## src/rtl/alu_pkg.sv

```systemverilog
`default_nettype none
// ============================================================================
//  Module      : alu_pkg
//  Description : Shared types and constants for the sequential ALU: opcode
//                encoding, control FSM states and flag bit positions within
//                the 4-bit {neg, zero, carry, overflow} flag vector.
//  Revision    : 1.0 - initial release
// ============================================================================
package alu_pkg;

    typedef enum logic [3:0] {
        OP_ADD  = 4'b0000,
        OP_SUB  = 4'b0001,
        OP_AND  = 4'b0010,
        OP_OR   = 4'b0011,
        OP_XOR  = 4'b0100,
        OP_SHL  = 4'b0101,
        OP_SHR  = 4'b0110,
        OP_SRA  = 4'b0111,
        OP_MUL  = 4'b1000,
        OP_DIVU = 4'b1001,
        OP_REMU = 4'b1010
    } opcode_t;

    typedef enum logic [1:0] {
        S_IDLE = 2'd0,
        S_BUSY = 2'd1,
        S_DONE = 2'd2
    } state_t;

    // Bit positions inside the flags vector
    localparam int NEG   = 3;
    localparam int ZERO  = 2;
    localparam int CARRY = 1;
    localparam int OVF   = 0;

endpackage
`default_nettype wire

```

## src/rtl/seq_alu_if.sv

```systemverilog
`default_nettype none
// ============================================================================
//  Module      : seq_alu_if
//  Description : Operation/result handshake bundle of the sequential ALU.
//                Ports carried:
//                  in_valid / in_ready   - operation handshake
//                  a, b (N bits), ctrl   - operands and opcode
//                  out_valid / out_ready - result handshake
//                  result (N bits), flags - {neg, zero, carry, overflow}
//                master = producer of operations, slave = the ALU.
//  Revision    : 1.0 - initial release
// ============================================================================
interface seq_alu_if #(
    parameter int N = 32
);
    logic          in_valid;
    logic          in_ready;
    logic [N-1:0]  a;
    logic [N-1:0]  b;
    logic [3:0]    ctrl;
    logic          out_valid;
    logic          out_ready;
    logic [N-1:0]  result;
    logic [3:0]    flags;

    modport master (
        output in_valid, a, b, ctrl, out_ready,
        input  in_ready, out_valid, result, flags
    );

    modport slave (
        input  in_valid, a, b, ctrl, out_ready,
        output in_ready, out_valid, result, flags
    );
endinterface
`default_nettype wire

```

## src/rtl/alu_muldiv.sv

```systemverilog
`default_nettype none
// ============================================================================
//  Module      : alu_muldiv
//  Description : Iterative unsigned multiply (shift-add) and divide
//                (restoring), one bit per cycle, N iterations per operation.
//                Ports:
//                  clk, rst          - clock, async active-high reset
//                  i_start           - load operands and begin (one cycle)
//                  i_op              - OP_MUL / OP_DIVU / OP_REMU
//                  i_a, i_b          - operands
//                  o_done            - high during the final iteration cycle;
//                                      o_result/o_carry/o_ovf are valid then
//                  o_result, o_carry, o_ovf
//  Revision    : 1.0 - initial release
// ============================================================================
module alu_muldiv
    import alu_pkg::*;
#(
    parameter int N = 32
) (
    input  wire logic          clk,
    input  wire logic          rst,
    input  wire logic          i_start,
    input  wire logic [3:0]    i_op,
    input  wire logic [N-1:0]  i_a,
    input  wire logic [N-1:0]  i_b,
    output logic               o_done,
    output logic [N-1:0]       o_result,
    output logic               o_carry,
    output logic               o_ovf
);
    localparam int            CW     = $clog2(N);
    localparam logic [CW-1:0] c_last = CW'(N - 1);

    // Shared datapath registers:
    //   multiply: r_hi = partial product high half, r_lo = multiplier
    //             (shifting out, product low half shifting in), r_opnd = multiplicand
    //   divide  : r_hi = partial remainder, r_lo = dividend (shifting out,
    //             quotient shifting in), r_opnd = divisor
    logic          r_busy;
    logic [CW-1:0] r_cnt;
    logic          r_is_div;
    logic          r_is_rem;
    logic [N-1:0]  r_hi;
    logic [N-1:0]  r_lo;
    logic [N-1:0]  r_opnd;

    logic          w_start_div;
    logic [N:0]    w_sum;
    logic [N-1:0]  w_mul_hi;
    logic [N-1:0]  w_mul_lo;
    logic [N:0]    w_rsh;
    logic          w_ge;
    logic [N-1:0]  w_diff;
    logic [N-1:0]  w_div_hi;
    logic [N-1:0]  w_div_lo;

    assign w_start_div = (i_op == OP_DIVU) || (i_op == OP_REMU);

    // Shift-add step: add multiplicand when multiplier LSB is set, then
    // shift the whole {hi, lo} pair right by one.
    assign w_sum    = {1'b0, r_hi} + (r_lo[0] ? {1'b0, r_opnd} : {(N+1){1'b0}});
    assign w_mul_hi = w_sum[N:1];
    assign w_mul_lo = {w_sum[0], r_lo[N-1:1]};

    // Restoring step: bring in next dividend bit, subtract divisor if it fits.
    // When it fits the difference is below the divisor, so N bits suffice.
    // Divisor 0 always "fits", which naturally yields all-ones / remainder = a.
    assign w_rsh    = {r_hi, r_lo[N-1]};
    assign w_ge     = (w_rsh >= {1'b0, r_opnd});
    assign w_diff   = w_rsh[N-1:0] - r_opnd;
    assign w_div_hi = w_ge ? w_diff : w_rsh[N-1:0];
    assign w_div_lo = {r_lo[N-2:0], w_ge};

    always_ff @(posedge clk or posedge rst) begin
        if (rst) begin
            r_busy   <= 1'b0;
            r_cnt    <= '0;
            r_is_div <= 1'b0;
            r_is_rem <= 1'b0;
            r_hi     <= '0;
            r_lo     <= '0;
            r_opnd   <= '0;
        end else if (i_start) begin
            r_busy   <= 1'b1;
            r_cnt    <= '0;
            r_is_div <= w_start_div;
            r_is_rem <= (i_op == OP_REMU);
            r_hi     <= '0;
            r_lo     <= w_start_div ? i_a : i_b;
            r_opnd   <= w_start_div ? i_b : i_a;
        end else if (r_busy) begin
            r_hi  <= r_is_div ? w_div_hi : w_mul_hi;
            r_lo  <= r_is_div ? w_div_lo : w_mul_lo;
            r_cnt <= r_cnt + 1'b1;
            if (r_cnt == c_last) begin
                r_busy <= 1'b0;
            end
        end
    end

    // Results are taken from the final iteration's next-state values so the
    // caller can finish on the same edge as the last iteration.
    assign o_done   = r_busy && (r_cnt == c_last);
    assign o_result = r_is_rem ? w_div_hi : (r_is_div ? w_div_lo : w_mul_lo);
    assign o_carry  = !r_is_div && (|w_mul_hi);
    assign o_ovf    = r_is_div ? (r_opnd == '0) : (|w_mul_hi);

endmodule
`default_nettype wire

```

## src/rtl/seq_alu.sv

```systemverilog
`default_nettype none
// ============================================================================
//  Module      : seq_alu
//  Description : Sequential ALU with valid/ready handshakes. Logic, add/sub
//                and shift ops finish one cycle after accept; MUL/DIVU/REMU
//                run N iterations in alu_muldiv. The result is held in DONE
//                until the consumer takes it.
//                Ports:
//                  clk   - clock
//                  rst   - asynchronous active-high reset
//                  bus   - seq_alu_if slave (operation in, result/flags out)
//  Revision    : 1.0 - initial release
// ============================================================================
module seq_alu
    import alu_pkg::*;
#(
    parameter int N = 32
) (
    input  wire logic  clk,
    input  wire logic  rst,
    seq_alu_if.slave   bus
);
    localparam int SW = $clog2(N);

    state_t        r_state;
    state_t        w_next_state;
    logic [N-1:0]  r_result;
    logic [3:0]    r_flags;

    logic          w_accept;
    logic          w_is_md;
    logic          w_md_start;
    logic          w_md_done;
    logic [N-1:0]  w_md_result;
    logic          w_md_carry;
    logic          w_md_ovf;

    logic [SW-1:0] w_sh;
    logic [N:0]    w_add;
    logic [N:0]    w_sub;
    logic [N:0]    w_shl;
    logic [N:0]    w_shr;
    logic [N:0]    w_sra;
    logic [N-1:0]  w_res;
    logic          w_carry;
    logic          w_ovf;

    function automatic logic [3:0] pack_flags(input logic [N-1:0] res,
                                              input logic c, input logic v);
        logic [3:0] f;
        f        = 4'b0000;
        f[NEG]   = res[N-1];
        f[ZERO]  = (res == '0);
        f[CARRY] = c;
        f[OVF]   = v;
        return f;
    endfunction

    assign bus.in_ready  = (r_state == S_IDLE);
    assign bus.out_valid = (r_state == S_DONE);
    assign bus.result    = r_result;
    assign bus.flags     = r_flags;

    assign w_accept   = bus.in_valid && (r_state == S_IDLE);
    assign w_is_md    = (bus.ctrl == OP_MUL) || (bus.ctrl == OP_DIVU) ||
                        (bus.ctrl == OP_REMU);
    assign w_md_start = w_accept && w_is_md;

    alu_muldiv #(
        .N (N)
    ) u_muldiv (
        .clk      (clk),
        .rst      (rst),
        .i_start  (w_md_start),
        .i_op     (bus.ctrl),
        .i_a      (bus.a),
        .i_b      (bus.b),
        .o_done   (w_md_done),
        .o_result (w_md_result),
        .o_carry  (w_md_carry),
        .o_ovf    (w_md_ovf)
    );

    // ---------------- single-cycle datapath ----------------
    assign w_sh  = bus.b[SW-1:0];
    assign w_add = {1'b0, bus.a} + {1'b0, bus.b};
    assign w_sub = {1'b0, bus.a} + {1'b0, ~bus.b} + {{N{1'b0}}, 1'b1};
    // Shifts use one extra bit so the last bit shifted out lands in a
    // fixed position; a zero shift leaves that bit at 0.
    assign w_shl = {1'b0, bus.a} << w_sh;
    assign w_shr = {bus.a, 1'b0} >> w_sh;
    assign w_sra = $signed({bus.a, 1'b0}) >>> w_sh;

    always_comb begin
        w_res   = '0;
        w_carry = 1'b0;
        w_ovf   = 1'b0;
        case (bus.ctrl)
            OP_ADD: begin
                w_res   = w_add[N-1:0];
                w_carry = w_add[N];
                w_ovf   = (bus.a[N-1] == bus.b[N-1]) && (w_add[N-1] != bus.a[N-1]);
            end
            OP_SUB: begin
                w_res   = w_sub[N-1:0];
                w_carry = w_sub[N];
                w_ovf   = (bus.a[N-1] != bus.b[N-1]) && (w_sub[N-1] != bus.a[N-1]);
            end
            OP_AND: w_res = bus.a & bus.b;
            OP_OR:  w_res = bus.a | bus.b;
            OP_XOR: w_res = bus.a ^ bus.b;
            OP_SHL: begin
                w_res   = w_shl[N-1:0];
                w_carry = w_shl[N];
            end
            OP_SHR: begin
                w_res   = w_shr[N:1];
                w_carry = w_shr[0];
            end
            OP_SRA: begin
                w_res   = w_sra[N:1];
                w_carry = w_sra[0];
            end
            default: ; // reserved opcodes: result 0, only zero flag set
        endcase
    end

    // ---------------- control FSM ----------------
    always_ff @(posedge clk or posedge rst) begin
        if (rst) begin
            r_state <= S_IDLE;
        end else begin
            r_state <= w_next_state;
        end
    end

    always_comb begin
        w_next_state = r_state;
        case (r_state)
            S_IDLE: if (w_accept) w_next_state = w_is_md ? S_BUSY : S_DONE;
            S_BUSY: if (w_md_done) w_next_state = S_DONE;
            S_DONE: if (bus.out_ready) w_next_state = S_IDLE;
            default: w_next_state = S_IDLE;
        endcase
    end

    // ---------------- result / flags hold registers ----------------
    always_ff @(posedge clk or posedge rst) begin
        if (rst) begin
            r_result <= '0;
            r_flags  <= 4'b0000;
        end else if (w_accept && !w_is_md) begin
            r_result <= w_res;
            r_flags  <= pack_flags(w_res, w_carry, w_ovf);
        end else if ((r_state == S_BUSY) && w_md_done) begin
            r_result <= w_md_result;
            r_flags  <= pack_flags(w_md_result, w_md_carry, w_md_ovf);
        end
    end

endmodule
`default_nettype wire

```

## src/flat_wrapper.sv

```systemverilog
// flat-port wrapper written by rule: the top's interface ports become plain ports
module seq_alu_flat import alu_pkg::*;
#(
    parameter int N = 32
)
  (clk, rst, bus_in_valid, bus_a, bus_b, bus_ctrl, bus_out_ready, bus_in_ready, bus_out_valid, bus_result, bus_flags);
  seq_alu_if #(.N(N)) bus_i ();
  input  wire logic clk;
  input  wire logic rst;
  input wire logic [$bits(bus_i.in_valid)-1:0] bus_in_valid;
  input wire logic [$bits(bus_i.a)-1:0] bus_a;
  input wire logic [$bits(bus_i.b)-1:0] bus_b;
  input wire logic [$bits(bus_i.ctrl)-1:0] bus_ctrl;
  input wire logic [$bits(bus_i.out_ready)-1:0] bus_out_ready;
  output wire logic [$bits(bus_i.in_ready)-1:0] bus_in_ready;
  output wire logic [$bits(bus_i.out_valid)-1:0] bus_out_valid;
  output wire logic [$bits(bus_i.result)-1:0] bus_result;
  output wire logic [$bits(bus_i.flags)-1:0] bus_flags;
  assign bus_i.in_valid = bus_in_valid;
  assign bus_i.a = bus_a;
  assign bus_i.b = bus_b;
  assign bus_i.ctrl = bus_ctrl;
  assign bus_i.out_ready = bus_out_ready;
  assign bus_in_ready = bus_i.in_ready;
  assign bus_out_valid = bus_i.out_valid;
  assign bus_result = bus_i.result;
  assign bus_flags = bus_i.flags;
  seq_alu #(.N(N)) u_core (.clk(clk), .rst(rst), .bus(bus_i));
endmodule
```

## config.mk

```make
export PLATFORM = sky130hd
export DESIGN_NAME = seq_alu_flat
export DESIGN_NICKNAME = d
export VERILOG_FILES = /design/src/rtl/alu_pkg.sv /design/src/rtl/seq_alu_if.sv /design/src/rtl/alu_muldiv.sv /design/src/rtl/seq_alu.sv /design/src/flat_wrapper.sv
export SDC_FILE = /design/constraint.sdc
export NUM_CORES = 1
export LEC_CHECK = 0
export CORE_ASPECT_RATIO = 2
export CORE_MARGIN = 5
export CORE_UTILIZATION = 54
export DETAILED_ROUTE_END_ITERATION = 16
export GPL_TIMING_DRIVEN = 0
export HOLD_SLACK_MARGIN = 0.06
export PLACE_DENSITY_LB_ADDON = 0.3
export SETUP_SLACK_MARGIN = 0.1
export SLEW_MARGIN = 0
export SYNTH_ARGS = -nofsm -noshare
export SYNTH_HDL_FRONTEND = slang
export SYNTH_SLANG_ARGS = --single-unit
export TNS_END_PERCENT = 100
```

## constraint.sdc

```tcl
create_clock -name clk -period 5.3 [get_ports clk]
set_clock_uncertainty 0.15 [all_clocks]
set_input_delay 1.06 -clock clk [delete_from_list [all_inputs] [get_ports clk]]
set_output_delay 1.06 -clock clk [all_outputs]
set_load 0.02 [all_outputs]
```

==> results.sh, run 1 <==
export IMPL_synthSimpleGateAreaFrac=0.191
export IMPL_synth_top_family_by_area="compound AO/OA/AOI/OAI gates"
export IMPL_io_pin_count=110
export IMPL_grt_max_degree=95
export IMPL_first_global_vias=33015
export IMPL_ys_flop_type="dfrtp_1"
export IMPL_place_hpwl_microns=108000
export IMPL_error_line="[ERROR GRT-0116] Global routing finished with congestion. Check the congestion regions in the DRC Viewer."
export IMPL_synth_fa_ha_area_frac=0.0960
export IMPL_grt_use_total=0.721
export IMPL_die_h_microns=296
export IMPL_synth_compound_area_frac=0.289
export IMPL_yosysWarnings=0
export IMPL_stop_stage="global routing"
export IMPL_cts_sinks=141
export IMPL_htreeDepth=4
export IMPL_initial_core_util=0.547
export IMPL_synthMuxAreaShare=0.162
export IMPL_ctsHoldBuffers=0
export IMPL_gr_total_overflow=502
export IMPL_grt_pass1_wl_microns=252000
export IMPL_synth_xor_area_frac=0.0270
export IMPL_post_dp_cell_area_sq_um=23900
export IMPL_synth_area_sq_um=22100
export IMPL_synthesis_nets=3141
export IMPL_synth_enable_flop_cells=0
export IMPL_fp_row_count=104
export IMPL_syn_area_per_cell_sq_um=7.61
export IMPL_synthCells=2902
export IMPL_synth_cell_types=98
export IMPL_status="stopped before the end"
export IMPL_place_gp_congestion=1.25
export IMPL_async_flop_share=1.00
export IMPL_cts_buffer_depth=3
export IMPL_cts_buffers=25
export IMPL_cts_root_buf="clkbuf_16"
export IMPL_synth_seq_area_share=0.160
export IMPL_port_buffers=108
export IMPL_synth_ff_latch_count=141
export IMPL_die_w_microns=153
-- layer usage --
metal,overflow,GRT usage
met2,266,0.937
met4,224,0.807
met5,1,0.144
met3,7,0.518
met1,4,0.678
-- synthesized netlist by cell type, types with 33 or more instances --
| master | n | area share |
|---|---|---|
| xnor2_1 | 44 | 0.017 |
| inv_1 | 156 | 0.027 |
| a31oi_1 | 34 | 0.0096 |
| mux2i_1 | 167 | 0.076 |
| clkbuf_1 | 150 | 0.026 |
| mux4_2 | 53 | 0.054 |
| nor3_1 | 58 | 0.013 |
| nand2_1 | 318 | 0.054 |
| ha_1 | 163 | 0.092 |
| and2_1 | 43 | 0.012 |
| a21oi_1 | 209 | 0.047 |
| dfrtp_1 | 141 | 0.16 |
| buf_2 | 33 | 0.0075 |
| buf_1 | 34 | 0.0058 |
| o211ai_1 | 79 | 0.027 |
| a211oi_1 | 57 | 0.019 |
| o21ai_0 | 245 | 0.056 |
| nand3_1 | 47 | 0.011 |
| a21o_1 | 48 | 0.016 |
| nor2_1 | 254 | 0.043 |
-- kinds of logic after synthesis --
group / count (synthesis)
XOR/XNOR: 68
buffers and inverters: 393
AND/OR/NAND/NOR: 904
AO/OA/AOI/OAI: 964
multiplexers: 265
adder cells (fa/ha/maj): 167
flip-flops: 141
-- through the flow --
step	setup TNS (ns)	hold slack (ns)	instances	worst slack [ns]
after floorplan	0	0.341	2902	0.120
after global placement	-251.55	0.325	3540	-2.96
after detailed placement	-49.56	0.350	3545	-2.89
after CTS	0	0.366	3590	0.0362
-- repair_timing --
action,CTS
buffers inserted,14
hold endpoints to repair,0
setup endpoints to repair,32
pin swaps,15
gates cloned,0
gates resized for setup,172
==> inputs of run 2 (changes only) <==
--- a/config.mk
+++ b/config.mk
@@ -5,14 +5,11 @@
 export SDC_FILE = /design/constraint.sdc
 export NUM_CORES = 1
 export LEC_CHECK = 0
-export CORE_ASPECT_RATIO = 2
 export CORE_MARGIN = 5
-export CORE_UTILIZATION = 54
+export CORE_UTILIZATION = 39
 export DETAILED_ROUTE_END_ITERATION = 16
 export GPL_TIMING_DRIVEN = 0
-export HOLD_SLACK_MARGIN = 0.06
-export PLACE_DENSITY_LB_ADDON = 0.3
-export SETUP_SLACK_MARGIN = 0.1
+export PLACE_DENSITY_LB_ADDON = 0.15
 export SLEW_MARGIN = 0
 export SYNTH_ARGS = -nofsm -noshare
 export SYNTH_HDL_FRONTEND = slang
==> run 2 against run 1 <==
  * The flow now finishes, with violations (setup timing)
  * Area after synthesis is the same
  * Synthesized cell count is the same
==> results.sh, run 2 <==
export IMPL_required_ns=5.50
export IMPL_slowest_stage="nor2_1"
export IMPL_io_pin_count=110
export IMPL_p_leak_nw=10.6
export IMPL_drt_met1_wl_microns=46800
export IMPL_min_period_ns=5.40
export IMPL_via_per_inst=6.76
export IMPL_synth_top_area_share=0.160
export IMPL_layout_commonest_cell="nand2_1"
export IMPL_setup_viol_count_final=2
export IMPL_slew_headroom=0.145
export IMPL_mostFrequentLayoutCells="nand2_1 (317), nor2_1 (253), o21ai_0 (240), a21oi_1 (203), mux2i_1 (162)"
export IMPL_cp_end_kind="flip-flop"
export IMPL_clock_latency_ns=0.47
export IMPL_critPathMaxStageDelay_ns=0.92
export IMPL_critical_path_arrival_ns=5.60
export IMPL_syn_area_per_cell_sq_um=7.61
export IMPL_synthCells=2902
export IMPL_worstSetupStartpointType="input port"
export IMPL_dieArea_sq_um=61500
export IMPL_synth_ff_latch_count=141
export IMPL_hp_start="u_core.bus.result[0]$_DFFE_PP0P_"
export IMPL_violations="setup timing"
export IMPL_gr_total_overflow=0
export IMPL_worst_hold_slack_ns=0.356
export IMPL_critPathMaxFanout=10
export IMPL_synthTopCellsByArea="dfrtp_1 (16%), ha_1 (9.2%), mux2i_1 (7.6%)"
export IMPL_post_synth_top_area_cell="dfrtp_1"
export IMPL_route_met2_wl_microns=60300
export IMPL_wl_met3_microns=11000
export IMPL_cp_top_family="simple AND/OR/NAND/NOR gates"
export IMPL_cap_violations=0
export IMPL_grt_setup_unrepaired="true"
export IMPL_synth_cell_types=98
export IMPL_drtPass1Iterations=8
export IMPL_cts_tree="yes"
export IMPL_area_delta_synth_final_pct=15.7
export IMPL_grt_antenna_before_repair=8
export IMPL_drt_wl_total_microns=130000
export IMPL_async_flop_share=1.00
export IMPL_fin_nets=3275
export IMPL_critPathKind="in -> reg"
export IMPL_cts_buffer_depth=2
export IMPL_reg_top3="u_core.u_muldiv.r_hi x32, u_core.u_muldiv.r_lo x32, u_core.u_muldiv.r_opnd x32"
export IMPL_finalHoldViolCount=0
export IMPL_highest_layer="met5"
export IMPL_cts_root_buf="clkbuf_16"
export IMPL_worst_slew_pin_slew_ns=1.28
export IMPL_drive_above_1_share=0.109
export IMPL_power_density_nw_per_um2=575
export IMPL_initial_core_util=0.392
export IMPL_max_freq_mhz=185
export IMPL_status="complete, but fails checks"
export IMPL_grt_use_total=0.412
export IMPL_yosysWarnings=0
export IMPL_port_buffers=108
export IMPL_synthMostInstantiatedCell="nand2_1"
export IMPL_setup_ws_ns=-0.101
export IMPL_synthesis_nets=3141
export IMPL_die_w_microns=248
export IMPL_synth_seq_area_share=0.160
export IMPL_core_sq_um=56300
export IMPL_place_gp_congestion=1.09
export IMPL_maxSlewViolCount=0
export IMPL_wl_per_cell_microns=34.2
export IMPL_route_detailed_drc=0
export IMPL_fp_row_count=87
export IMPL_grt_max_degree=96
export IMPL_drtIter0Drc=3175
export IMPL_synth_area_sq_um=22100
export IMPL_cp_buffers_inverters=3
export IMPL_cts_buffers=17
export IMPL_route_vias_total=25774
export IMPL_ant_nets=0
export IMPL_path_clk_slew_ns=0.07
export IMPL_htreeDepth=4
export IMPL_worstPathCellList="clkdlybuf4s50_1 > clkbuf_1 > nor2_1 > nand2_1 > clkbuf_2 > a311o_1 > and3_1 > o21ai_0 > nor4_4 > and4b_2 > nor4b_2 > and4_1 > a211o_1"
export IMPL_grt_pass1_wl_microns=183000
export IMPL_synth_enable_flop_cells=0
export IMPL_ys_flop_type="dfrtp_1"
export IMPL_die_h_microns=248
export IMPL_final_period_utilization=1.02
export IMPL_dp_slack_ns=-2.93
export IMPL_startpoint="bus_ctrl[1]"
export IMPL_synth_top_cells_by_count="nand2_1 (318), nor2_1 (254), o21ai_0 (245)"
export IMPL_fillers=5778
export IMPL_ir_drop_mv=0.409
export IMPL_cts_sinks=141
export IMPL_timing_rr_start="u_core.u_muldiv.r_opnd[6]$_DFFE_PP0P_"
export IMPL_first_global_vias=25067
export IMPL_place_hpwl_microns=106000
export IMPL_holdCritPathClass="reg -> reg"
==> run 2: cell families (layout without fill, tap and decap cells) <==
kind of cell / Yosys count / after routing / synth area share
XOR/XNOR: 68 / 68 / 0.0270
adder cells (fa/ha/maj): 167 / 167 / 0.0960
buffers and inverters: 393 / 540 / 0.0754
multiplexers: 265 / 265 / 0.162
other: 0 / 7 / 0
flip-flops: 141 / 141 / 0.160
AND/OR/NAND/NOR: 904 / 904 / 0.191
AO/OA/AOI/OAI: 964 / 964 / 0.289
==> run 2: stage by stage <==
stage | TNS, ns | cells | util | total power, mW | area, sq um
after CTS | -0.000157 | 3804 | 0.450 | 14.3 | 25300
after floorplan | 0 | 2902 | - | 9.25 | 22100
final | -0.153 | 3812 | 0.454 | 14.7 | 25500
after global routing | -0.0692 | 3806 | 0.453 | 15.5 | 25500
after global placement | -301.91 | 3766 | 0.428 | 12.8 | 24100
after detailed placement | -55.26 | 3769 | 0.429 | 12.9 | 24200
==> run 2: metal layers <==
layer	GRT usage	vias up
met2	0.685	1634
met4	0.306	8
li1	-	11100
met3	0.0856	526
met5	0	-
met1	0.466	12506
==> run 2: path summary, 6_finish.rpt <==
path                       cells after the start                                   end  slack (ns)
setup / recovery                              13       u_core.bus.flags[2]$_DFFE_PP0P_       -0.10
hold / removal                                 2      u_core.bus.result[0]$_DFFE_PP0P_        0.36
min in group asynchronous                      2      u_core.bus.result[0]$_DFFE_PP0P_        0.85
max in group asynchronous                      3  u_core.u_muldiv.r_hi[27]$_DFFE_PP0P_        3.28
setup reg to reg                              16       u_core.bus.flags[2]$_DFFE_PP0P_       -0.02
hold reg to reg                                2      u_core.bus.result[0]$_DFFE_PP0P_        0.36
==> run 2: tightest hold or removal path, cell delays in order (launching register included) <==
cell and delay, ns:
dfrtp_1 0.36, nand2_1 0.05, o21ai_0 0.06
==> run 2: power by group <==
group | internal (mW) | switching [mW] | total [mW]
logic | 4.07 | 6.99 | 11.1
clock network | 0.765 | 0.549 | 1.31
registers | 1.64 | 0.660 | 2.30
==> run 2: repair_timing <==
item | 4_1_cts | 5_1_grt
setup endpoints to repair | 33 | 4
hold buffers | 0 | 0
buffers inserted | 8 | 3
hold endpoints to repair | 0 | 0
resized for setup | 163 | 70
pin swaps | 7 | 5
gates cloned | 0 | 0
==> run 2: layout make-up <==
class / count / area (sq um) / area share
repair buffers: 122 / 1210 / 0.0476
inverters: 160 / 633 / 0.0248
plain buffers: 226 / 1260 / 0.0495
multi-input cells: 2368 / 17300 / 0.678
clock buffers: 19 / 443 / 0.0173
flip-flops and latches: 141 / 3530 / 0.138
clock inverters: 13 / 178 / 0.00696
well taps: 756 / 946 / 0.0371
diodes: 7 / 17.5 / 0.000686
No activity file was read; power rests on OpenSTA's default activity.
